===== src/rtl/raiz_controle.sv =====
// Control FSM for an iterative integer square-root datapath (odd-number accumulation).
// Optional watchdog abort is compiled in with `define RAIZ_CTRL_WATCHDOG_EN.
module raiz_controle #(
    parameter int MAX_ITER = 16
) (
    input  logic       clock,
    input  logic       reset,
    input  logic       start,
    input  logic       positive,
    output logic [8:0] controler,
    output logic       busy,
    output logic       valid,
    output logic [7:0] iter,
    output logic       err
);

    typedef enum logic [2:0] {
        S_IDLE  = 3'd0,
        S_INIT  = 3'd1,
        S_CMP   = 3'd2,
        S_INC_D = 3'd3,
        S_INC_S = 3'd4,
        S_DONE  = 3'd5
    } state_t;

    // Control word bit order: selD selS enD enS enR enX selA selB cin.
    localparam logic [8:0] WORD_IDLE  = 9'h000;
    localparam logic [8:0] WORD_INIT  = 9'h1E8;
    localparam logic [8:0] WORD_CMP   = 9'h005;
    localparam logic [8:0] WORD_INC_D = 9'h052;
    localparam logic [8:0] WORD_INC_S = 9'h021;
    localparam logic [8:0] WORD_DONE  = 9'h000;

    localparam logic [7:0] ITER_LIMIT = 8'(MAX_ITER);
    localparam logic [7:0] ITER_SAT   = 8'hFF;

`ifdef RAIZ_CTRL_WATCHDOG_EN
    localparam bit WD_EN = 1'b1;
`else
    localparam bit WD_EN = 1'b0;
`endif

    state_t state;
    state_t state_next;
    logic   wd_fire;
    logic   init_entry;

    // Watchdog abort: CMP still negative after MAX_ITER completed loops.
    assign wd_fire    = WD_EN && (state == S_CMP) && !positive && (iter == ITER_LIMIT);
    assign init_entry = (state_next == S_INIT);

    always_ff @(posedge clock) begin
        if (reset) begin
            state <= S_IDLE;
        end else begin
            state <= state_next;
        end
    end

    always_comb begin
        state_next = state;
        case (state)
            S_IDLE:  if (start) state_next = S_INIT;
            S_INIT:  state_next = S_CMP;
            S_CMP:   state_next = (positive || wd_fire) ? S_DONE : S_INC_D;
            S_INC_D: state_next = S_INC_S;
            S_INC_S: state_next = S_CMP;
            S_DONE:  state_next = start ? S_INIT : S_IDLE;
            default: state_next = S_IDLE;
        endcase
    end

    always_comb begin
        controler = WORD_IDLE;
        busy      = 1'b0;
        valid     = 1'b0;
        case (state)
            S_IDLE:  controler = WORD_IDLE;
            S_INIT:  begin controler = WORD_INIT;  busy = 1'b1; end
            S_CMP:   begin controler = WORD_CMP;   busy = 1'b1; end
            S_INC_D: begin controler = WORD_INC_D; busy = 1'b1; end
            S_INC_S: begin controler = WORD_INC_S; busy = 1'b1; end
            S_DONE:  begin controler = WORD_DONE;  valid = 1'b1; end
            default: controler = WORD_IDLE;
        endcase
    end

    // A loop counts as completed on the INC_S -> CMP transition.
    always_ff @(posedge clock) begin
        if (reset) begin
            iter <= 8'd0;
        end else if (init_entry) begin
            iter <= 8'd0;
        end else if ((state == S_INC_S) && (iter != ITER_SAT)) begin
            iter <= iter + 8'd1;
        end
    end

`ifdef RAIZ_CTRL_WATCHDOG_EN
    always_ff @(posedge clock) begin
        if (reset) begin
            err <= 1'b0;
        end else if (init_entry) begin
            err <= 1'b0;
        end else if (wd_fire) begin
            err <= 1'b1;
        end
    end
`else
    assign err = 1'b0;
`endif

endmodule


===== config.mk =====
export PLATFORM = sky130hd
export DESIGN_NAME = raiz_controle
export DESIGN_NICKNAME = d
export VERILOG_FILES = /design/src/rtl/raiz_controle.sv
export SDC_FILE = /design/constraint.sdc
export NUM_CORES = 1
export LEC_CHECK = 0
export BUFFER_PORTS_ARGS = -buffer_cell sky130_fd_sc_hd__buf_2
export CAP_MARGIN = 30
export CORE_MARGIN = 1
export CORE_UTILIZATION = 40
export DETAILED_ROUTE_END_ITERATION = 16
export PLACE_DENSITY = 0.74
export SLEW_MARGIN = 0
export SYNTH_ARGS = -nofsm -noshare
export SYNTH_HDL_FRONTEND = slang
export SYNTH_SLANG_ARGS = --single-unit

===== constraint.sdc =====
create_clock -name clock -period 1.7 [get_ports clock]
set_clock_uncertainty 0.2 [all_clocks]
set_input_delay 0.17 -clock clock [delete_from_list [all_inputs] [get_ports clock]]
set_output_delay 0.17 -clock clock [all_outputs]
set_load 0.05 [all_outputs]

======== Word-level counts from Yosys, hierarchy flattened ========
Cells that the tools add are included.
cells by class
  multiplexer cells ....................... 7
  add/subtract/negate cells ............... 1
  reductions and logical operators ........ 5
  equality and inequality tests ........... 7
operator list
  cell                                                                    count
  9-bit case mux with 4 select lines                                      1
  3-bit case mux with 5 select lines                                      1
  8-bit by 1-bit adder with 8-bit output (second input constant)          1
  8-bit inequality test (second input constant)                           1
  3-bit by 1-bit equality test with 1-bit output (second input constant)  2
  3-bit by 2-bit equality test with 1-bit output (second input constant)  2
  3-bit equality test (second input constant)                             2
  3-bit two-way mux                                                       2
  2-bit OR reduction                                                      2
  4-bit OR reduction                                                      1
  3-bit logical NOT                                                       1
  1-bit two-way mux                                                       3
  1-bit logical AND                                                       1
word-level totals
  output and inout bits ................... 20
  logic and storage cells ................. 22
  input port bits ......................... 4
  register bits after elaboration ......... 11

======== Depth between registers and ports, before layout ========
Gate-level depths: netlist (run 1).
  depth in word-level cells ............... 5
  gate-level depth with buffers ........... 5
  gate-level depth less buffers ........... 5

======== Worst setup path after synthesis (run 1) ========
No wires, ideal clock.
  path type ............................... register -> output
  start ................................... register state[0]
  end ..................................... output controler[7]
  buffers on the path ..................... 2
  path slack .............................. -0.978 ns
  required time ........................... 1.330 ns
  cell stages (with the launch flop) ...... 5
  arrival ................................. 2.308 ns
  cells stage by stage .................... dfxtp_1 > clkbuf_1 > nor2b_1 > and2_1 > buf_4
between the ends
  word-level cells in the longest chain between the ends .. 2
  elaborated cells on any way between the ends .. 5
  classes of those cells .................. eq/ne (4); mux (1)
RTL lines
  item                                               RTL line  text
  from (decl)                                        43        state_t state;
  from (signal assigned)                             56        state <= state_next;
  3-bit equality test, or another cell as far along  77        case (state)
  9-bit case mux with 4 select lines (*)             77
  to (decl)                                          10        output logic [8:0] controler,
Every way passes the cells marked *; elsewhere a longest branch is shown, timed or not.

======== Worst setup path after layout (run 1) ========
Ends and elaborated chain as after synthesis.

==> reports/metrics.yaml, run 1 <==
cells_and_area:
  antenna_cells: 0
  final_common_cell: "buf_2"
  final_cell_mix: "15 x buf_2, 10 x nor2_1, 8 x nand2_1, 6 x dfxtp_2, 5 x clkbuf_4"
  fin_area_um2: 900.9
  nNetsFinal: 111
  area_growth_syn_to_layout_pct: 39.27
  drive_gt1_frac: 0.4952
critical_path:
  critPathKind: "reg2out"
  crit_start: "state[0]"
  start_kind: "flip-flop"
  end_kind: "output port"
  crit_slowest_cell: "dfxtp_4"
  crit_fanout: 15
  worstPathArrival_ns: 1.30
  worstPathRequired_ns: 1.33
  critical_path.max_stage_delay_ns: 0.45
  timing.rr.start: "iter[2]"
  crit_chain: "nor2b_4 -> and2_4 -> buf_2"
synthesis:
  synth_area_leader_cell: "dfxtp_1"
  synthDistinctLibCells: 32
  synth_top_area_share: 0.3404
  synth_ff_type: "dfxtp_1"
  yosysWarnings: 0
  synth_area_leaders: "dfxtp_1 34%, nor2_1 7.0%, mux2i_1 4.6%"
  async_flop_share: 0
  ys_seq_elements: 11
  postSynthAreaPerCell_um2: 7.889
  synth_edf_count: 0
  synth_cells: 82
  synth_area_um2: 646.9
  syn_nets: 87
  ys_seq_area_frac: 0.3404
clock_tree:
  clk_latency_ns: 0.27
  clk_path_buf_depth: 2
  cts_sinks: 11
  cts_root_buf: "clkbuf_4"
  numCtsBuffers: 3
  htreeDepth: 1
  cts_tree: "yes"
  clk_pin_slew_ns: 0.07
floorplanning:
  die-area_mm2: 0.001782
  row_count: 14
  fp.dieW_um: 42.22
  die_h_um: 42.22
  coreArea_mm2: 0.001506
  start_util: 0.4294
  ios: 24
timing:
  min_period_ns: 1.671
  fin_crit_sh: 0.9829
  slew_viol_final: 0
  rsz0062_at_grt: "true"
  setup_slack_ns: 0.02905
  final-hold-violation-count: 0
  setup_tns_ns: 0
  fmax_mhz: 598.5
  finalSetupViolCount: 0
placed_design:
  postPlaceCellArea_um2: 780.7
  portBuffers: 22
  dp_slack_ns: 0.1157
  place_hpwl_um: 953.9
  place.gp.congestion: 0.8531
drt:
  first_iter_violations: 10
  wire_per_inst_um: 11.55
  wl_mm: 1.397
  avgViaCountPerCell: 5.231
  postRouteAntennaNets: 0
  vias: 633
  firstDrtPassIters: 4
  drc: 0
hold_path:
  hold_class: "reg2reg"
  min_from: "iter[3]"
power_and_ir_drop:
  max-vdd-ir-drop_mv: 0.3795
  p_leak_nw: 0.3760
  power_density_mw_per_mm2: 720.5
grt:
  antenna_found_initial: 0
  grt_pass1_vias: 527
  grt_remaining_overflow: 0
  grt_pass1_wl_mm: 2.283
  gr-usage-all-layers: 0.1662
  grt_max_degree: 16
outcome:
  outcome: "complete, no violations"
job:
  maxCapViolations: 0
stage by stage:
step                power, mW  cells    util  hold slack, ns
detailed placement     0.4544    114  0.5183          0.1792
finish                 0.6490    121  0.5980          0.3243
global placement       0.4529    114  0.5183          0.1802
global route           0.6841    121  0.5980          0.3584
floorplan              0.4395     82       -         0.03165
CTS                    0.6404    121  0.5631          0.3273
flip-flops by register name, indices dropped and copies added (netlist names):
| name | count |
|---|---|
| iter | 8 |
| state | 3 |
layer usage:
layer / global-route usage / vias up / part of all wire / wire [um]
met3: 0.06466 / 0 / 0.069 / 97
met1: 0.2285 / 282 / 0.46 / 644
met4: 0.04375 / 0 / 0 / 0
met2: 0.2431 / 23 / 0.47 / 655
met5: 0 / - / 0 / 0
li1: - / 328 / - / -
final timing paths:
path | end | slack, ns | depth (start not counted)
worst min-delay path | iter[3] | 0.32 | 2
worst min register to register | iter[3] | 0.32 | 2
worst max register to register | iter[3] | 0.11 | 4
worst max-delay path | controler[7] | 0.03 | 3
critical path: cells and delay by family (launching register included):
| family | cells | cell delay, ns |
|---|---|---|
| flip-flops | 1 | 0.45 |
| buffers and inverters | 1 | 0.25 |
| AND/OR/NAND/NOR | 2 | 0.32 |
area by class of cell:
class                           instances  area [um2]
Sequential cell                        11       242.7
Fill cell                             130       605.6
Inverter                                1       3.754
Timing Repair Buffer                   26       176.4
Clock buffer                            4       26.28
Multi-Input combinational cell         63       431.7
Tap cell                               16       20.02
Yosys cell counts, types with 2 or more instances:
cell type,count
nor2_1,12
dfxtp_1,11
o211ai_1,2
buf_4,4
a21oi_1,3
and2_1,2
o21ai_0,5
clkbuf_1,2
mux2i_1,3
nor4_1,2
nor3_1,3
xor2_1,2
nor2b_1,2
nand2_1,8
nand4_1,2
or3_1,2
xnor2_1,2
where the power goes:
group | internal [mW] | switching [mW] | leakage (nW)
clock network | 0.0908 | 0.0841 | 0.0150
registers | 0.261 | 0.0186 | 0.0950
logic | 0.0652 | 0.130 | 0.266
total | 0.416 | 0.233 | 0.376
repair_timing:
item	in CTS	in global routing
hold endpoints to repair	3	0
hold buffers	3	0
endpoints found under the setup margin	10	10
buffers inserted	0	0
resized for setup	5	18
kinds of logic after synthesis:
logic type                 after synthesis  share of synthesized area
AOI/OAI and AO/OA                       14                     0.1373
xor gates and xnor gates                 4                    0.05417
adders and majority gates                1                    0.01934
buffers and inverters                    8                    0.07156
DFF                                     11                     0.3404
muxes                                    3                    0.04642
other                                    1                   0.005797
and+or+nand+nor                         40                     0.3249
Power figures use the tool's default switching activity.
==> inputs of run 2 (changes only) <==
- PLACE_DENSITY: 0.74 -> 0.73
==> reports/metrics.yaml, run 2 (synthesized netlist as in run 1, its figures left out) <==
grt:
  grt_pass1_vias: 482
  grt_remaining_overflow: 0
  gr-usage-all-layers: 0.1561
  antenna_found_initial: 0
  grt_max_degree: 16
  grt_pass1_wl_mm: 2.083
cells_and_area:
  final_cell_mix: "13 x buf_2, 10 x nor2_1, 8 x nand2_1, 6 x clkbuf_4, 5 x dfxtp_2"
  final_common_cell: "buf_2"
  fin_area_um2: 893.4
  antenna_cells: 0
  top_register: "iter"
  post-route-util: 0.5930
  nNetsFinal: 111
  largest_reg_flops: 8
  biggestRegsByFlops: "iter: 8 flops, state: 3 flops"
  drive_gt1_frac: 0.4571
  area_growth_syn_to_layout_pct: 38.10
drt:
  firstDrtPassIters: 4
  drc: 0
  postRouteAntennaNets: 0
  wire_per_inst_um: 11.53
  avgViaCountPerCell: 5.339
  first_iter_violations: 7
  wl_mm: 1.395
  vias: 646
floorplanning:
  die_h_um: 42.22
  row_count: 14
  ios: 24
  die-area_mm2: 0.001782
  coreArea_mm2: 0.001506
  start_util: 0.4294
  fp.dieW_um: 42.22
hold_path:
  hold_end: "iter[3]"
  min_from: "iter[3]"
  hold_class: "reg2reg"
  holdPathStages: 2
clock_tree:
  clk_pin_slew_ns: 0.07
  clk_latency_ns: 0.28
  cts_tree: "yes"
  cts_root_buf: "clkbuf_4"
  htreeDepth: 1
  postCtsSetupBuffers: 0
  cts_sinks: 11
  clk_path_buf_depth: 2
  numCtsBuffers: 3
power_and_ir_drop:
  power_density_mw_per_mm2: 739.0
  p_leak_nw: 0.3762
  max-vdd-ir-drop_mv: 0.4679
timing:
  min_period_ns: 1.652
  finalSetupViolCount: 0
  fmax_mhz: 605.4
  rsz0062_at_grt: "true"
  final-hold-violation-count: 0
  slew_viol_final: 0
  setup_tns_ns: 0
  fin_hold_ws_ns: 0.3180
  setup_slack_ns: 0.04832
  fin_crit_sh: 0.9716
critical_path:
  timing.rr.start: "iter[0]"
  end_kind: "output port"
  worstPathArrival_ns: 1.28
  path_buf_inv: 1
  crit_fanout: 15
  worstPathRequired_ns: 1.33
  crit_family: "flip-flops"
  r2r_slack_ns: 0.09
  critPathKind: "reg2out"
  critical_path.max_stage_delay_ns: 0.45
  start_kind: "flip-flop"
  rr_endpoint: "iter[1]"
  worstRegToRegCells: 5
  crit_chain: "nor2b_4 -> and2_4 -> clkbuf_4"
  crit_slowest_cell: "dfxtp_4"
job:
  maxCapViolations: 0
placed_design:
  place.gp.congestion: 0.8083
  postPlaceCellArea_um2: 780.7
  dp_slack_ns: 0.1305
  place_hpwl_um: 964
  portBuffers: 22
outcome:
  outcome: "complete, no violations"
==> run 2: changes by cell type in the layout (fill, tap and decap cells not counted), sizes merged <==
cell	delta
buf	-1
clkbuf	+1
==> run 2: what timing repair did <==
item                       CTS  global route
resized for setup            5            18
hold endpoints to repair     3             0
pin swaps                    0             0
hold buffers                 3             0
setup endpoints to repair    9             9
==> run 2: worst reg2reg max path, cell delays in order (launching register included) <==
cell     delay, ns
dfxtp_2       0.37
ha_1          0.22
nand4_1       0.17
o21ai_1       0.29
mux2i_1       0.22
nor2_1        0.05
==> run 2: worst max path at each step <==
stage          startpoint            to  slack (ns)  depth (start not counted)
3_3_place_gp      iter[2]       iter[3]        0.13                          4
5_1_grt          state[0]  controler[3]       -0.01                          3
3_5_place_dp      iter[2]       iter[3]        0.13                          4
4_1_cts          state[2]  controler[8]        0.02                          4
2_1_floorplan    state[0]  controler[7]       -0.08                          4
6_report         state[0]  controler[8]        0.05                          3
==> run 2: layer usage <==
metal / routed length, um / vias up / share of wire / global-route usage
li1: - / 330 / - / -
met1: 701 / 292 / 0.50 / 0.2005
met2: 596 / 21 / 0.43 / 0.2246
met3: 71 / 3 / 0.051 / 0.06466
met4: 25 / 0 / 0.018 / 0.07500
met5: 0 / - / 0 / 0
==> run 2: report_power, final <==
part	internal (mW)	leakage [nW]	switching (mW)	total (mW)
registers	0.260	0.0945	0.0183	0.279
logic	0.0678	0.267	0.129	0.197
clock network	0.0913	0.0150	0.0937	0.185
total	0.420	0.376	0.241	0.660
==> run 2: final cells by class <==
class                           count  area (um2)
Clock buffer                        4       26.28
Fill cell                         133       613.1
Inverter                            1       3.754
Multi-Input combinational cell     63       416.7
Sequential cell                    11       241.5
Tap cell                           16       20.02
Timing Repair Buffer               26       185.2
==> run 2: through the flow <==
step                      std cells  power, mW
after floorplan                  82     0.4395
after global placement          114     0.4530
after detailed placement        114     0.4545
after CTS                       121     0.6520
after global routing            121     0.6896
final                           121     0.6602
